--- src/rtl/mips_defs.sv ---
// Shared opcode/funct constants and write-back select encodings for the MIPS-style pipeline.
package mips_defs;

    localparam logic [5:0] OP_RTYPE = 6'b000000;
    localparam logic [5:0] OP_JAL   = 6'b000011;
    localparam logic [5:0] OP_ADDI  = 6'b001000;
    localparam logic [5:0] OP_ANDI  = 6'b001100;
    localparam logic [5:0] OP_ORI   = 6'b001101;
    localparam logic [5:0] OP_LUI   = 6'b001111;
    localparam logic [5:0] OP_LB    = 6'b100000;
    localparam logic [5:0] OP_LH    = 6'b100001;
    localparam logic [5:0] OP_LW    = 6'b100011;
    localparam logic [5:0] OP_LBU   = 6'b100100;
    localparam logic [5:0] OP_LHU   = 6'b100101;
    localparam logic [5:0] OP_BIOAL = 6'b101101;
    localparam logic [5:0] OP_LWIE  = 6'b110011;

    localparam logic [5:0] FN_SLL   = 6'b000000;
    localparam logic [5:0] FN_ADD   = 6'b100000;
    localparam logic [5:0] FN_ADDU  = 6'b100001;
    localparam logic [5:0] FN_SUB   = 6'b100010;
    localparam logic [5:0] FN_SUBU  = 6'b100011;
    localparam logic [5:0] FN_AND   = 6'b100100;
    localparam logic [5:0] FN_OR    = 6'b100101;
    localparam logic [5:0] FN_SLT   = 6'b101010;
    localparam logic [5:0] FN_SLTU  = 6'b101011;

    localparam int LINK_REG = 31;

    typedef enum logic [1:0] {
        SEL_ALU = 2'd0,
        SEL_DM  = 2'd1,
        SEL_PC8 = 2'd2
    } wd_sel_e;

    typedef enum logic [2:0] {
        LD_W  = 3'd0,
        LD_H  = 3'd1,
        LD_HU = 3'd2,
        LD_B  = 3'd3,
        LD_BU = 3'd4
    } ld_type_e;

endpackage

--- src/rtl/wb_stage_dm_ext.sv ---
// Load extension: picks byte/halfword out of the aligned memory word and sign/zero extends it.
module dm_ext
    import mips_defs::*;
#(
    parameter int DATA_W = 32
) (
    input  logic [DATA_W-1:0] word_i,
    input  logic [1:0]        offset_i,
    input  ld_type_e          ld_type_i,
    output logic [DATA_W-1:0] data_o
);
    logic [7:0]  byte_v;
    logic [15:0] half_v;

    assign byte_v = 8'(word_i >> {offset_i, 3'b000});
    assign half_v = 16'(word_i >> {offset_i[1], 4'b0000});

    always_comb begin
        unique case (ld_type_i)
            LD_B:    data_o = {{(DATA_W-8){byte_v[7]}}, byte_v};
            LD_BU:   data_o = {{(DATA_W-8){1'b0}}, byte_v};
            LD_H:    data_o = {{(DATA_W-16){half_v[15]}}, half_v};
            LD_HU:   data_o = {{(DATA_W-16){1'b0}}, half_v};
            default: data_o = word_i;
        endcase
    end
endmodule

--- src/rtl/wb_stage.sv ---
// Write-back stage: M/W pipeline register, destination/data decode for the GRF port and retire counter.
module wb_stage
    import mips_defs::*;
#(
    parameter int          DATA_W = 32,
    parameter int          REG_AW = 5,
    parameter int          CNT_W  = 32,
    parameter logic [31:0] PC_RST = 32'h0000_3000
) (
    input  logic              clk,
    input  logic              reset,
    input  logic              en,
    input  logic              flush,
    input  logic [31:0]       instr_M,
    input  logic [31:0]       pc_M,
    input  logic [DATA_W-1:0] alu_out_M,
    input  logic [DATA_W-1:0] dm_raw_M,
    input  logic              flag_M,
    output logic [31:0]       instr_W,
    output logic [31:0]       pc_W,
    output logic              reg_we,
    output logic [REG_AW-1:0] reg_addr,
    output logic [DATA_W-1:0] reg_wdata,
    output logic [REG_AW-1:0] fwd_addr,
    output logic [DATA_W-1:0] fwd_data,
    output logic [CNT_W-1:0]  retire_cnt
);
    logic [31:0]       instr_q, instr_d, pc_q, pc_d;
    logic [DATA_W-1:0] alu_q, alu_d, dm_q, dm_d;
    logic              flag_q, flag_d;
    logic [CNT_W-1:0]  cnt_q, cnt_d;

    // Flush beats stall; a bubble never counts as retired.
    always_comb begin
        instr_d = instr_q;
        pc_d    = pc_q;
        alu_d   = alu_q;
        dm_d    = dm_q;
        flag_d  = flag_q;
        cnt_d   = cnt_q;
        if (flush) begin
            instr_d = '0;
            pc_d    = pc_M;
            alu_d   = alu_out_M;
            dm_d    = dm_raw_M;
            flag_d  = 1'b0;
        end else if (en) begin
            instr_d = instr_M;
            pc_d    = pc_M;
            alu_d   = alu_out_M;
            dm_d    = dm_raw_M;
            flag_d  = flag_M;
            if (instr_M != '0) cnt_d = cnt_q + CNT_W'(1);
        end
    end

    always_ff @(posedge clk) begin
        if (reset) begin
            instr_q <= '0;
            pc_q    <= PC_RST;
            alu_q   <= '0;
            dm_q    <= '0;
            flag_q  <= 1'b0;
            cnt_q   <= '0;
        end else begin
            instr_q <= instr_d;
            pc_q    <= pc_d;
            alu_q   <= alu_d;
            dm_q    <= dm_d;
            flag_q  <= flag_d;
            cnt_q   <= cnt_d;
        end
    end

    logic [5:0]        op, fn;
    logic [REG_AW-1:0] rt, rd, link;
    logic [REG_AW-1:0] dst;
    wd_sel_e           sel;
    ld_type_e          ld_type;
    logic [DATA_W-1:0] ld_data;

    assign op   = instr_q[31:26];
    assign fn   = instr_q[5:0];
    assign rt   = REG_AW'(instr_q[20:16]);
    assign rd   = REG_AW'(instr_q[15:11]);
    assign link = REG_AW'(LINK_REG);

    always_comb begin
        dst     = '0;
        sel     = SEL_ALU;
        ld_type = LD_W;
        unique case (op)
            OP_RTYPE: begin
                if (fn inside {FN_ADD, FN_ADDU, FN_SUB, FN_SUBU, FN_AND,
                               FN_OR, FN_SLT, FN_SLTU, FN_SLL}) dst = rd;
            end
            OP_ORI, OP_LUI, OP_ADDI, OP_ANDI: dst = rt;
            OP_LW:  begin dst = rt; sel = SEL_DM; ld_type = LD_W;  end
            OP_LH:  begin dst = rt; sel = SEL_DM; ld_type = LD_H;  end
            OP_LHU: begin dst = rt; sel = SEL_DM; ld_type = LD_HU; end
            OP_LB:  begin dst = rt; sel = SEL_DM; ld_type = LD_B;  end
            OP_LBU: begin dst = rt; sel = SEL_DM; ld_type = LD_BU; end
            // Conditional link target: bit0 of the loaded word picks $31 over rt.
            OP_LWIE: begin dst = dm_q[0] ? link : rt; sel = SEL_DM; end
            OP_JAL:  begin dst = link; sel = SEL_PC8; end
            OP_BIOAL: begin
                if (flag_q) begin
                    dst = link;
                    sel = SEL_PC8;
                end
            end
            default: ;
        endcase
    end

    dm_ext #(.DATA_W(DATA_W)) u_dm_ext (
        .word_i    (dm_q),
        .offset_i  (alu_q[1:0]),
        .ld_type_i (ld_type),
        .data_o    (ld_data)
    );

    always_comb begin
        unique case (sel)
            SEL_DM:  reg_wdata = ld_data;
            SEL_PC8: reg_wdata = DATA_W'(pc_q + 32'd8);
            default: reg_wdata = alu_q;
        endcase
    end

    assign reg_addr   = dst;
    assign reg_we     = (dst != '0);
    assign fwd_addr   = reg_we ? dst : '0;
    assign fwd_data   = reg_wdata;
    assign instr_W    = instr_q;
    assign pc_W       = pc_q;
    assign retire_cnt = cnt_q;
endmodule

--- config.mk ---
export PLATFORM = sky130hd
export DESIGN_NAME = wb_stage
export DESIGN_NICKNAME = d
export VERILOG_FILES = /design/src/rtl/mips_defs.sv /design/src/rtl/wb_stage_dm_ext.sv /design/src/rtl/wb_stage.sv
export SDC_FILE = /design/constraint.sdc
export NUM_CORES = 1
export LEC_CHECK = 0
export ABC_AREA = 0
export CAP_MARGIN = 20
export CORE_MARGIN = 10
export CORE_UTILIZATION = 41
export CTS_CLUSTER_DIAMETER = 60
export CTS_CLUSTER_SIZE = 28
export DETAILED_ROUTE_END_ITERATION = 8
export PLACE_DENSITY_LB_ADDON = 0.3
export SETUP_SLACK_MARGIN = 0.15
export SLEW_MARGIN = 20
export SYNTH_ARGS = -nofsm -noshare
export SYNTH_HDL_FRONTEND = slang
export SYNTH_SLANG_ARGS = --single-unit
--- constraint.sdc ---
create_clock -name clk -period 3.4 [get_ports clk]
set_input_delay 0.68 -clock clk [delete_from_list [all_inputs] [get_ports clk]]
set_output_delay 0.68 -clock clk [all_outputs]
set_load 0.1 [all_outputs]
# Word-level counts from Yosys, hierarchy flattened
# Index checks and enable logic that the tools add are counted.
# totals
ff_bits	161
# classes
n_shift	2
reduce_logical	10
n_addsub	2
eq_ne	26
bitwise	1
n_mux	16
# ops
op	count
2-to-1 mux 32 bit	6
case mux 32 bit (4 select lines)	1
equality test 6 bit, second input constant	15
case mux 32 bit (2 select lines)	1
adder 32 x 1 -> 32 bit, second input constant	1
adder 32 x 4 -> 32 bit, second input constant	1
nonzero test 32 bit	1
right shift 32 x 5 -> 16 bit	1
right shift 32 x 5 -> 8 bit	1
case mux 5 bit (5 select lines)	1
equality test 6 x 4 -> 1 bit, second input constant	4
2-to-1 mux 5 bit	4
zero test 6 bit	2
case mux 3 bit (4 select lines)	1
nonzero test 9 bit	1
OR reduction 9 bit	1
equality test 3 x 2 -> 1 bit, second input constant	2
equality test 6 x 2 -> 1 bit, second input constant	1
case mux 2 bit (3 select lines)	1
OR reduction 6 bit	1
nonzero test 5 bit	1
equality test 3 x 1 -> 1 bit, second input constant	1
equality test 3 bit, second input constant	1
AND reduction 3 bit	1
6 further kinds	6

# Longest topological paths before layout
# Gate-level depths: netlist (run 1).
# depth
ltp_word	6
depth_mapped	13
depth_no_buf	8

# Cells and area by module
# Synthesis (run 1) repeated with hierarchy kept, for this count alone.
# hier_totals
cells_unflattened	1149
area_unflattened_um2	8709.6
# by_module_without_submodules
mod	cells_per_inst	seq_area_each_um2	n_inst	area_each_um2
wb_stage	983	3223.1	1	7768.7
dm_ext	166	0.0	1	940.9

# Least setup slack after synthesis (run 1)
# OpenSTA, ideal clock, no wires.
# synth_timing
path_type	register to output
start	register instr_q[29], in the netlist instr_W[29]
end	output reg_wdata[30]
required_time_ns	2.720
arrival_ns	4.973
n_path_buf	5
stages_incl_launch_ff	13
path_slack_ns	-2.253
cell_sequence	dfxtp_1 > buf_2 > nand4_1 > mux2_2 > or3_1 > buf_6 > inv_2 > ha_1 > clkbuf_1 > clkbuf_1 > a21oi_1 > o22ai_1 > buf_4
# synth_via
elab_chain_cells	5
elab_cells_between_ends	19
cone_classes	14 x eq/ne; 4 x mux; 1 x reduce/logical
# synth_lines
item	line_no	rtl
start: declaration	wb_stage.sv:28	logic [31:0] instr_q, instr_d, pc_q, pc_d;
start signal: assignment	wb_stage.sv:66	instr_q <= instr_d;
equality test 6 bit	wb_stage.sv:92	unique case (op)
case mux 3 bit (4 select lines) / OR reduction 6 bit (equally long branches)	--	
equality test 3 x 2 -> 1 bit (tied with other cells)	wb_stage_dm_ext.sv:19	unique case (ld_type_i)
case mux 32 bit (4 select lines) (tied with other cells)	wb_stage_dm_ext.sv:19	
case mux 32 bit (2 select lines) *	wb_stage.sv:124	unique case (sel)
end: declaration	wb_stage.sv:23	output logic [DATA_W-1:0] reg_wdata,
# Every way passes the cells marked *; elsewhere a longest branch is shown, timed or not.

# Worst setup path in the final report (run 1)
# layout_timing
start	register instr_q[31], in the netlist instr_W[31]
end	output fwd_data[10]
# layout_via
elab_chain_cells	5
elab_cells_between_ends	19
cone_classes	14 x eq/ne; 4 x mux; 1 x reduce/logical
# layout_lines
item	line_no	rtl
equality test 6 bit	wb_stage.sv:92	
case mux 3 bit (4 select lines) / OR reduction 6 bit (equally long branches)	--	
equality test 3 x 2 -> 1 bit (tied with other cells)	wb_stage_dm_ext.sv:19	
case mux 32 bit (4 select lines) (tied with other cells)	wb_stage_dm_ext.sv:19	
case mux 32 bit (2 select lines) *	wb_stage.sv:124	
end: declaration	wb_stage.sv:25	output logic [DATA_W-1:0] fwd_data,
# Marked as above.

==> flow_summary_export.csv, run 1 <==
group,metric,value,unit
sta,final_hold_viol_count,0,
cells_and_area,fin_area,13400,sq um
floorplanning,die_width,163,microns
power,p_leak,5.25,nW
floorplanning,core,20200,sq um
clock_network,clkLatencyLatePin,0.43,ns
global_routing,grt_use_total,0.230,
clock_network,cts_tree,"yes",
floorplanning,start_util,0.416,
floorplanning,die_height,163,microns
setup_path,cpMostUsedCell,"or3_4",
run_status,failed_checks,"negative setup slack",
global_routing,grt_pass1_wl,49100,microns
drt,dr.pass1.iters,7,
setup_path,reg2reg_setup_slack,1.36,ns
power,p_per_area,429,nW/um^2
synthesis,ys_warn_count,0,
setup_path,cpPeakStageDelay,0.38,ns
floorplanning,io_pins,304,
synthesis,synthCells,1105,
sta,rsz0062_at_grt,"yes",
place,dp_hpwl,24000,microns
floorplanning,dieArea,26700,sq um
sta,fin_ws,-0.290,ns
cells_and_area,layout.cells.non_filler,1666,
drt,wl_per_cell,19.4,microns
global_routing,grt.met1_usage,0.266,
place,placedInstanceArea,12300,sq um
floorplanning,rows,52,
sta,max_freq,0.271,GHz
clock_network,root_buffer,"clkbuf_16",
clock_network,clock_sinks,161,
setup_path,cp_slowest_cell,"or3_4",
place,gp_congestion,0.936,
global_routing,grt_busiest_layer,"met2",
synthesis,synth-edff-count,0,
global_routing,grt_pass1_vias,8868,
setup_path,arrival,3.01,ns
setup_path,cp_num_buf_inv,4,
sta,slew_violations,0,
sta,relSlewSlack,0.344,
setup_path,path_max_fanout,8,
clock_network,cts_hold_buf,0,
cells_and_area,n_fill_cell,1653,
setup_path,cp_top_family,"simple AND/OR/NAND/NOR gates",
cells_and_area,mostFrequentLayoutCell,"nand2_1",
clock_network,cts_buffer_depth,2,
cells_and_area,layout_common_cells,"nand2_1, dfxtp_1, buf_4, clkdlybuf4s50_1, a21oi_1",
drt,vias_per_cell,5.44,
setup_path,start_kind,"flop",
flow_run,cap_viol_max_count,0,
synthesis,ys.flop_type,"dfxtp_1",
global_routing,met2_usage,0.380,
synthesis,async_reset_ff_frac,0,
clock_network,clk_pin_slew,0.06,ns
setup_path,path_class,"reg2out",
setup_path,cp_cell_sequence,"or3_4 -> mux2_4 -> or3_4 -> inv_4 -> ha_4 -> nor2b_4 -> buf_6 -> a22oi_2 -> o21ai_1 -> buf_4 -> buf_12",
sta,period_needed,3.69,ns
drt,wl,32400,microns
cells_and_area,nets,1517,
setup_path,end_kind,"output pin",
global_routing,grt_start_max_net_pins,96,
synthesis,synth.net_count,1242,
global_routing,antenna_found_initial,3,
synthesis,seq_area_frac_synth,0.382,
drt,drc,0,
drt,vias,9063,
clock_network,h-tree-depth,4,
global_routing,use_met3,0.0836,
sta,skew,0.0103,ns
worst_hold_path,worstHoldPathType,"reg2reg",
power,vdd_drop_max,0.350,mV
sta,period_share,1.09,
global_routing,grt_remaining_overflow,0,
clock_network,numCtsBuffers,17,
sta,worst_slew_pin_slew,0.980,ns
cells_and_area,drive_gt1_frac,0.256,
place,portBuffers,303,
sta,tns,-13.61,ns
cells_and_area,synthToLayoutAreaGrowth,58.9,%
drt,ant_nets,0,
setup_path,crit_required,2.72,ns
place,dp_cells,1606,
synthesis,ys_ff_latch,161,
run_status,status,"finished with violations",
drt,dr.first_iter.drc_count,553,
synthesis,syn-cell-area,8430,sq um
synthesis,avgSynthCellArea,7.63,sq um
synthesis,synth.distinct_cells,62,
sta,setup_violations,64,
## cell families after synthesis
kind of cell / synth area share
AO/OA/AOI/OAI: 0.178
XOR/XNOR: 0.0405
adder cells (fa/ha/maj): 0.00594
buffers and inverters: 0.0802
flip-flops: 0.382
multiplexers: 0.0533
AND/OR/NAND/NOR: 0.260
## cell usage after synthesis (5+ instances only)
master | count | share of area
a21oi_1 | 120 | 0.071
a22oi_1 | 6 | 0.0053
a31oi_1 | 9 | 0.0067
and3_1 | 6 | 0.0045
and4_1 | 6 | 0.0062
buf_1 | 8 | 0.0036
buf_2 | 9 | 0.0053
buf_4 | 36 | 0.032
clkbuf_1 | 59 | 0.026
dfxtp_1 | 161 | 0.38
inv_1 | 18 | 0.0080
mux2_2 | 5 | 0.0067
mux2i_1 | 37 | 0.044
nand2_1 | 252 | 0.11
nand2b_1 | 5 | 0.0037
nand3_1 | 14 | 0.0083
nand4_1 | 15 | 0.011
nor2_1 | 101 | 0.045
nor2b_1 | 7 | 0.0052
nor3_1 | 16 | 0.0095
nor4_1 | 19 | 0.014
o2111ai_1 | 11 | 0.011
o211ai_1 | 26 | 0.023
o21ai_0 | 16 | 0.0095
o21ai_1 | 14 | 0.0083
o221ai_1 | 11 | 0.011
o22ai_1 | 7 | 0.0052
or3_1 | 11 | 0.0082
or4_1 | 5 | 0.0045
xnor2_1 | 20 | 0.021
xor2_1 | 19 | 0.020
## per-stage QoR
step	worst slack (ns)	hold WS [ns]	power [mW]	util
after global routing	-0.336	0.479	5.93	0.661
after detailed placement	-0.0397	0.444	3.74	0.606
after CTS	-0.259	0.454	5.77	0.654
after global placement	-0.000220	0.439	3.73	0.606
final	-0.290	0.452	5.75	0.662
after floorplan	-1.55	0.432	3.17	-
## layer usage
metal / vias up / routed length (microns)
met5: - / 32
met4: 4 / 985
met3: 81 / 3200
met2: 379 / 15600
met1: 4258 / 12600
li1: 4341 / -
## worst reg2reg max path: cells and delay by family (launching register included)
| kind | cells | cell delay [ns] |
|---|---|---|
| AOI/OAI and AO/OA | 2 | 0.32 |
| buffers and inverters | 1 | 0.20 |
| DFF | 1 | 0.44 |
| and+or+nand+nor | 3 | 1.03 |
## where the power goes
part,internal (mW),total [mW],switching (mW)
clock,1.13,2.00,0.870
sequential,1.97,2.07,0.102
combinational,0.585,1.67,1.09
## worst paths after layout
check | cells past startpoint | start | end
max reg2reg | 6 | retire_cnt[16] | retire_cnt[29]
min | 2 | alu_q[31] | alu_q[31]
max | 11 | instr_W[31] | fwd_data[10]
min reg2reg | 2 | alu_q[31] | alu_q[31]
## registers in the layout, summed over array words and instances (netlist names)
| name | count |
|---|---|
| instr_W | 32 |
| dm_q | 32 |
| retire_cnt | 32 |
| alu_q | 32 |
| flag_q | 1 |
| pc_W | 32 |
## area by class of cell
cell class | instances | area, sq um | share of cell area
inverter | 20 | 77.6 | 0.00579
tap | 270 | 338 | 0.0252
clock inverter | 14 | 169 | 0.0126
timing repair buffer | 370 | 4180 | 0.312
antenna | 3 | 7.51 | 0.000561
multi-input combinational | 810 | 4930 | 0.369
clock buffer | 18 | 439 | 0.0328
sequential | 161 | 3240 | 0.242
## timing repair
action                     4_1_cts  5_1_grt
resized for setup               43       17
pin swaps                       25        7
gates cloned                     2        0
setup endpoints to repair       65       69
buffers inserted                14        9
No activity file was read; power rests on OpenSTA's default activity.
==> run 2, diff against run 1 <==
--- a/config.mk
+++ b/config.mk
@@ -7,6 +7,7 @@
 export LEC_CHECK = 0
 export ABC_AREA = 0
 export CAP_MARGIN = 20
+export CORE_ASPECT_RATIO = 1.75
 export CORE_MARGIN = 10
 export CORE_UTILIZATION = 41
 export CTS_CLUSTER_DIAMETER = 60
==> flow_summary_export.csv, run 2 (synthesis gave the netlist of run 1 again) <==
group,metric,value,unit
sta,max_freq,0.272,GHz
floorplanning,die_width,128,microns
setup_path,end_kind,"output pin",
clock_network,cts_buffer_depth,2,
drt,drc,0,
drt,vias_per_cell,5.54,
cells_and_area,nets,1521,
clock_network,cts_tree,"yes",
power,vdd_drop_max,0.456,mV
clock_network,clk_pin_slew,0.06,ns
floorplanning,start_util,0.415,
cells_and_area,n_fill_cell,1653,
sta,period_share,1.08,
place,portBuffers,303,
power,p_leak,5.29,nW
global_routing,grt_start_max_net_pins,97,
setup_path,cp_num_buf_inv,4,
clock_network,root_buffer,"clkbuf_16",
power,report.power.total,5.75,mW
sta,relSlewSlack,0.342,
place,dp_hpwl,24700,microns
setup_path,cp_slowest_cell,"a221o_4",
cells_and_area,layout_common_cells,"nand2_1, dfxtp_1, buf_4, clkdlybuf4s50_1, a21oi_1",
run_status,failed_checks,"negative setup slack",
sta,final_hold_viol_count,0,
clock_network,cts_hold_buf,0,
drt,wl,33000,microns
setup_path,cpPeakStageDelay,0.42,ns
sta,tns,-13.92,ns
floorplanning,rows,69,
global_routing,grt_use_total,0.234,
drt,ant_nets,0,
sta,setup_violations,64,
place,gp_congestion,0.893,
global_routing,antenna_found_initial,2,
setup_path,arrival,3.00,ns
setup_path,crit_required,2.72,ns
cells_and_area,synthToLayoutAreaGrowth,60.1,%
global_routing,grt_pass1_vias,9244,
run_status,status,"finished with violations",
sta,worst_slew_pin_slew,0.984,ns
drt,dr.pass1.iters,7,
cells_and_area,mostFrequentLayoutCell,"nand2_1",
power,p_per_area,426,nW/um^2
floorplanning,io_pins,304,
global_routing,grt_pass1_wl,50400,microns
drt,dr.first_iter.drc_count,578,
setup_path,path_class,"reg2out",
global_routing,grt_remaining_overflow,0,
clock_network,numCtsBuffers,17,
drt,vias,9109,
drt,wl_per_cell,20.1,microns
setup_path,path_max_fanout,10,
sta,rsz0062_at_grt,"yes",
clock_network,clkLatencyLatePin,0.44,ns
flow_run,cap_viol_max_count,0,
cells_and_area,drive_gt1_frac,0.262,
floorplanning,dieArea,26900,sq um
floorplanning,core,20300,sq um
clock_network,h-tree-depth,4,
sta,period_needed,3.68,ns
clock_network,clock_sinks,161,
floorplanning,die_height,210,microns
setup_path,cp_cell_sequence,"or3_4 -> mux2_4 -> or3_4 -> inv_4 -> ha_4 -> buf_4 -> buf_12 -> a221o_4 -> buf_12",
sta,fin_ws,-0.280,ns
worst_hold_path,worstHoldPathType,"reg2reg",
setup_path,start_kind,"flop",
setup_path,cp_top_family,"simple AND/OR/NAND/NOR gates",
sta,slew_violations,0,
sta,skew,0.00752,ns
[run 2: area by class of cell]
class / instances / area, sq um / share of cell area
diodes: 1 / 2.50 / 0.000185
clock buffers: 18 / 439 / 0.0325
clock inverters: 13 / 163 / 0.0121
inverters: 20 / 77.6 / 0.00575
multi-input cells: 810 / 5040 / 0.374
flip-flops and latches: 161 / 3240 / 0.240
well taps: 248 / 310 / 0.0230
repair buffers: 374 / 4220 / 0.313
[run 2: power by group]
group          total [mW]  internal, mW  leakage [nW]  switching [mW]
clock network        1.99          1.17         0.288           0.821
registers            2.07          1.97          1.33          0.0989
logic                1.69         0.594          3.67            1.10
[run 2: worst paths after layout]
kind                  start             end  slack, ns  depth (start not counted)
max reg2reg  retire_cnt[16]  retire_cnt[29]       1.35                          6
max             instr_W[31]     fwd_data[5]      -0.28                          9
min                 dm_q[5]         dm_q[5]       0.45                          2
min reg2reg         dm_q[5]         dm_q[5]       0.45                          2
[run 2: what timing repair did]
item,4_1_cts,5_1_grt
setup endpoints to repair,65,69
endpoints found under the hold margin,0,0
setup buffers,17,8
gates resized for setup,50,34
gates cloned,1,2
pin swaps,23,21
[run 2: through the flow]
step	setup slack (ns)	hold slack (ns)	std cells	instance area [sq um]	util
after detailed placement	-0.0572	0.444	1585	12300	0.605
after global routing	-0.340	0.473	1645	13500	0.665
after CTS	-0.247	0.453	1634	13200	0.653
after floorplan	-1.55	0.432	1105	8810	-
after global placement	-0.0267	0.439	1585	12300	0.605
final	-0.280	0.453	1645	13500	0.665
[run 2: layer usage]
metal,GRT usage,up-vias,part of all wire
met4,0.103,2,0.036
li1,-,4359,-
met5,0,-,0.00027
met2,0.436,339,0.55
met3,0.0742,66,0.076
met1,0.225,4343,0.34
[run 2: worst reg2reg max path, stage by stage, from the launching register on]
cell	delay (ns)
dfxtp_1	0.44
and4_1	0.27
nor4b_4	0.37
o2111ai_1	0.17
buf_4	0.20
or4_1	0.40
a21oi_1	0.14
==> run 3, diff against run 2 <==
--- a/config.mk
+++ b/config.mk
@@ -9,12 +9,12 @@
 export CAP_MARGIN = 20
 export CORE_ASPECT_RATIO = 1.75
 export CORE_MARGIN = 10
-export CORE_UTILIZATION = 41
+export CORE_UTILIZATION = 42
+export CTS_BUF_LIST = sky130_fd_sc_hd__clkbuf_4 sky130_fd_sc_hd__clkbuf_8
 export CTS_CLUSTER_DIAMETER = 60
 export CTS_CLUSTER_SIZE = 28
 export DETAILED_ROUTE_END_ITERATION = 8
 export PLACE_DENSITY_LB_ADDON = 0.3
-export SETUP_SLACK_MARGIN = 0.15
 export SLEW_MARGIN = 20
 export SYNTH_ARGS = -nofsm -noshare
 export SYNTH_HDL_FRONTEND = slang
==> flow_summary_export.csv, run 3 (synthesis gave the netlist of run 1 again) <==
group,metric,value,unit
clock_network,clk_pin_slew,0.08,ns
global_routing,grt_pass1_wl,50000,microns
setup_path,start_kind,"flop",
place,dp_cells,1580,
clock_network,root_buffer,"clkbuf_8",
sta,period_share,1.09,
setup_path,cp_cell_sequence,"or3_4 -> mux2_4 -> or3_4 -> inv_4 -> ha_4 -> nor2b_4 -> buf_6 -> buf_6 -> a22oi_2 -> o21ai_4 -> buf_12",
global_routing,grt_pass1_vias,9035,
setup_path,arrival,3.03,ns
setup_path,path_max_fanout,8,
floorplanning,start_util,0.427,
worst_hold_path,worstHoldPathType,"reg2reg",
sta,period_needed,3.71,ns
floorplanning,core,19700,sq um
run_status,status,"finished with violations",
global_routing,grt_start_max_net_pins,97,
sta,worst_slew_pin_slew,0.983,ns
floorplanning,die_height,207,microns
setup_path,crit_required,2.72,ns
sta,rsz0062_at_grt,"yes",
clock_network,cts_tree,"yes",
power,report.power.total,5.35,mW
global_routing,antenna_found_initial,3,
clock_network,clock_sinks,161,
power,p_per_area,405,nW/um^2
global_routing,grt_remaining_overflow,0,
sta,setup_violations,64,
setup_path,cpPeakStageDelay,0.40,ns
setup_path,end_kind,"output pin",
floorplanning,rows,68,
cells_and_area,layout.cells.non_filler,1636,
clock_network,h-tree-depth,4,
sta,fin_ws,-0.310,ns
clock_network,clkLatencyLatePin,0.47,ns
power,p_leak,5.16,nW
setup_path,path_class,"reg2out",
floorplanning,io_pins,304,
setup_path,cp_slowest_cell,"or3_4",
drt,wl,32500,microns
clock_network,numCtsBuffers,17,
flow_run,cap_viol_max_count,0,
sta,final_hold_viol_count,0,
global_routing,grt_use_total,0.235,
sta,max_freq,0.270,GHz
cells_and_area,drive_gt1_frac,0.257,
sta,slew_violations,0,
drt,vias_per_cell,5.52,
drt,vias,9036,
place,portBuffers,303,
drt,dr.pass1.iters,5,
clock_network,cts_buffer_depth,2,
floorplanning,dieArea,26400,sq um
cells_and_area,synthToLayoutAreaGrowth,56.7,%
cells_and_area,mostFrequentLayoutCell,"nand2_1",
power,vdd_drop_max,0.308,mV
drt,dr.first_iter.drc_count,565,
drt,drc,0,
drt,wl_per_cell,19.9,microns
sta,relSlewSlack,0.342,
place,gp_congestion,0.924,
place,dp_hpwl,24700,microns
floorplanning,die_width,127,microns
sta,whs,0.454,ns
cells_and_area,nets,1513,
cells_and_area,n_fill_cell,1630,
drt,ant_nets,0,
cells_and_area,layout_common_cells,"nand2_1, dfxtp_1, buf_4, clkdlybuf4s50_1, a21oi_1",
sta,skew,0.0112,ns
cells_and_area,post-route-util,0.669,
run_status,failed_checks,"negative setup slack",
[run 3: path summary, 6_finish.rpt]
check | startpoint | endpoint | slack, ns | depth (start not counted)
worst max-delay path | instr_W[29] | fwd_data[8] | -0.31 | 11
worst min-delay path | alu_q[27] | alu_q[27] | 0.45 | 2
worst max register to register | retire_cnt[16] | retire_cnt[29] | 1.34 | 6
worst min register to register | alu_q[27] | alu_q[27] | 0.45 | 2
[run 3: metrics by stage]
stage	setup WS, ns	instance area [sq um]	TNS [ns]
floorplan	-1.55	8810	-59.15
global placement	0.0349	12200	0
detailed placement	-0.000509	12200	-0.000509
CTS	-0.292	13000	-15.75
global route	-0.382	13200	-22.34
finish	-0.310	13200	-17.16
[run 3: critical path: cells and delay by family, from the launching register on]
family	cells	cell delay (ns)
flip-flops	1	0.35
AND/OR/NAND/NOR	3	0.93
AO/OA/AOI/OAI	2	0.19
adder cells (fa/ha/maj)	1	0.25
multiplexers	1	0.26
buffers and inverters	4	0.57
[run 3: area by class of cell]
type                       count  area [sq um]  area share
clock inverter                12           180      0.0136
multi-input combinational    810          5030       0.381
sequential                   161          3240       0.246
tap                          245           307      0.0232
antenna                        2          5.00    0.000379
timing repair buffer         366          4090       0.310
clock buffer                  20           275      0.0208
inverter                      20          77.6     0.00587
[run 3: power breakdown]
group / switching (mW) / internal [mW] / leakage [nW]
registers: 0.101 / 1.97 / 1.33
clock network: 0.744 / 0.862 / 0.225
logic: 1.09 / 0.586 / 3.60
[run 3: what timing repair did]
action | CTS | global route
hold buffers | 0 | 0
setup buffers | 15 | 5
setup endpoints to repair | 65 | 65
pin swaps | 18 | 23
gates resized for setup | 35 | 36
gates cloned | 2 | 0
[run 3: routing by layer]
| layer | up-vias | global-route usage | part of all wire |
|---|---|---|---|
| li1 | 4335 | - | - |
| met1 | 4272 | 0.226 | 0.34 |
| met2 | 355 | 0.436 | 0.54 |
| met3 | 72 | 0.0749 | 0.078 |
| met4 | 2 | 0.107 | 0.039 |
| met5 | - | 0 | 0.00040 |
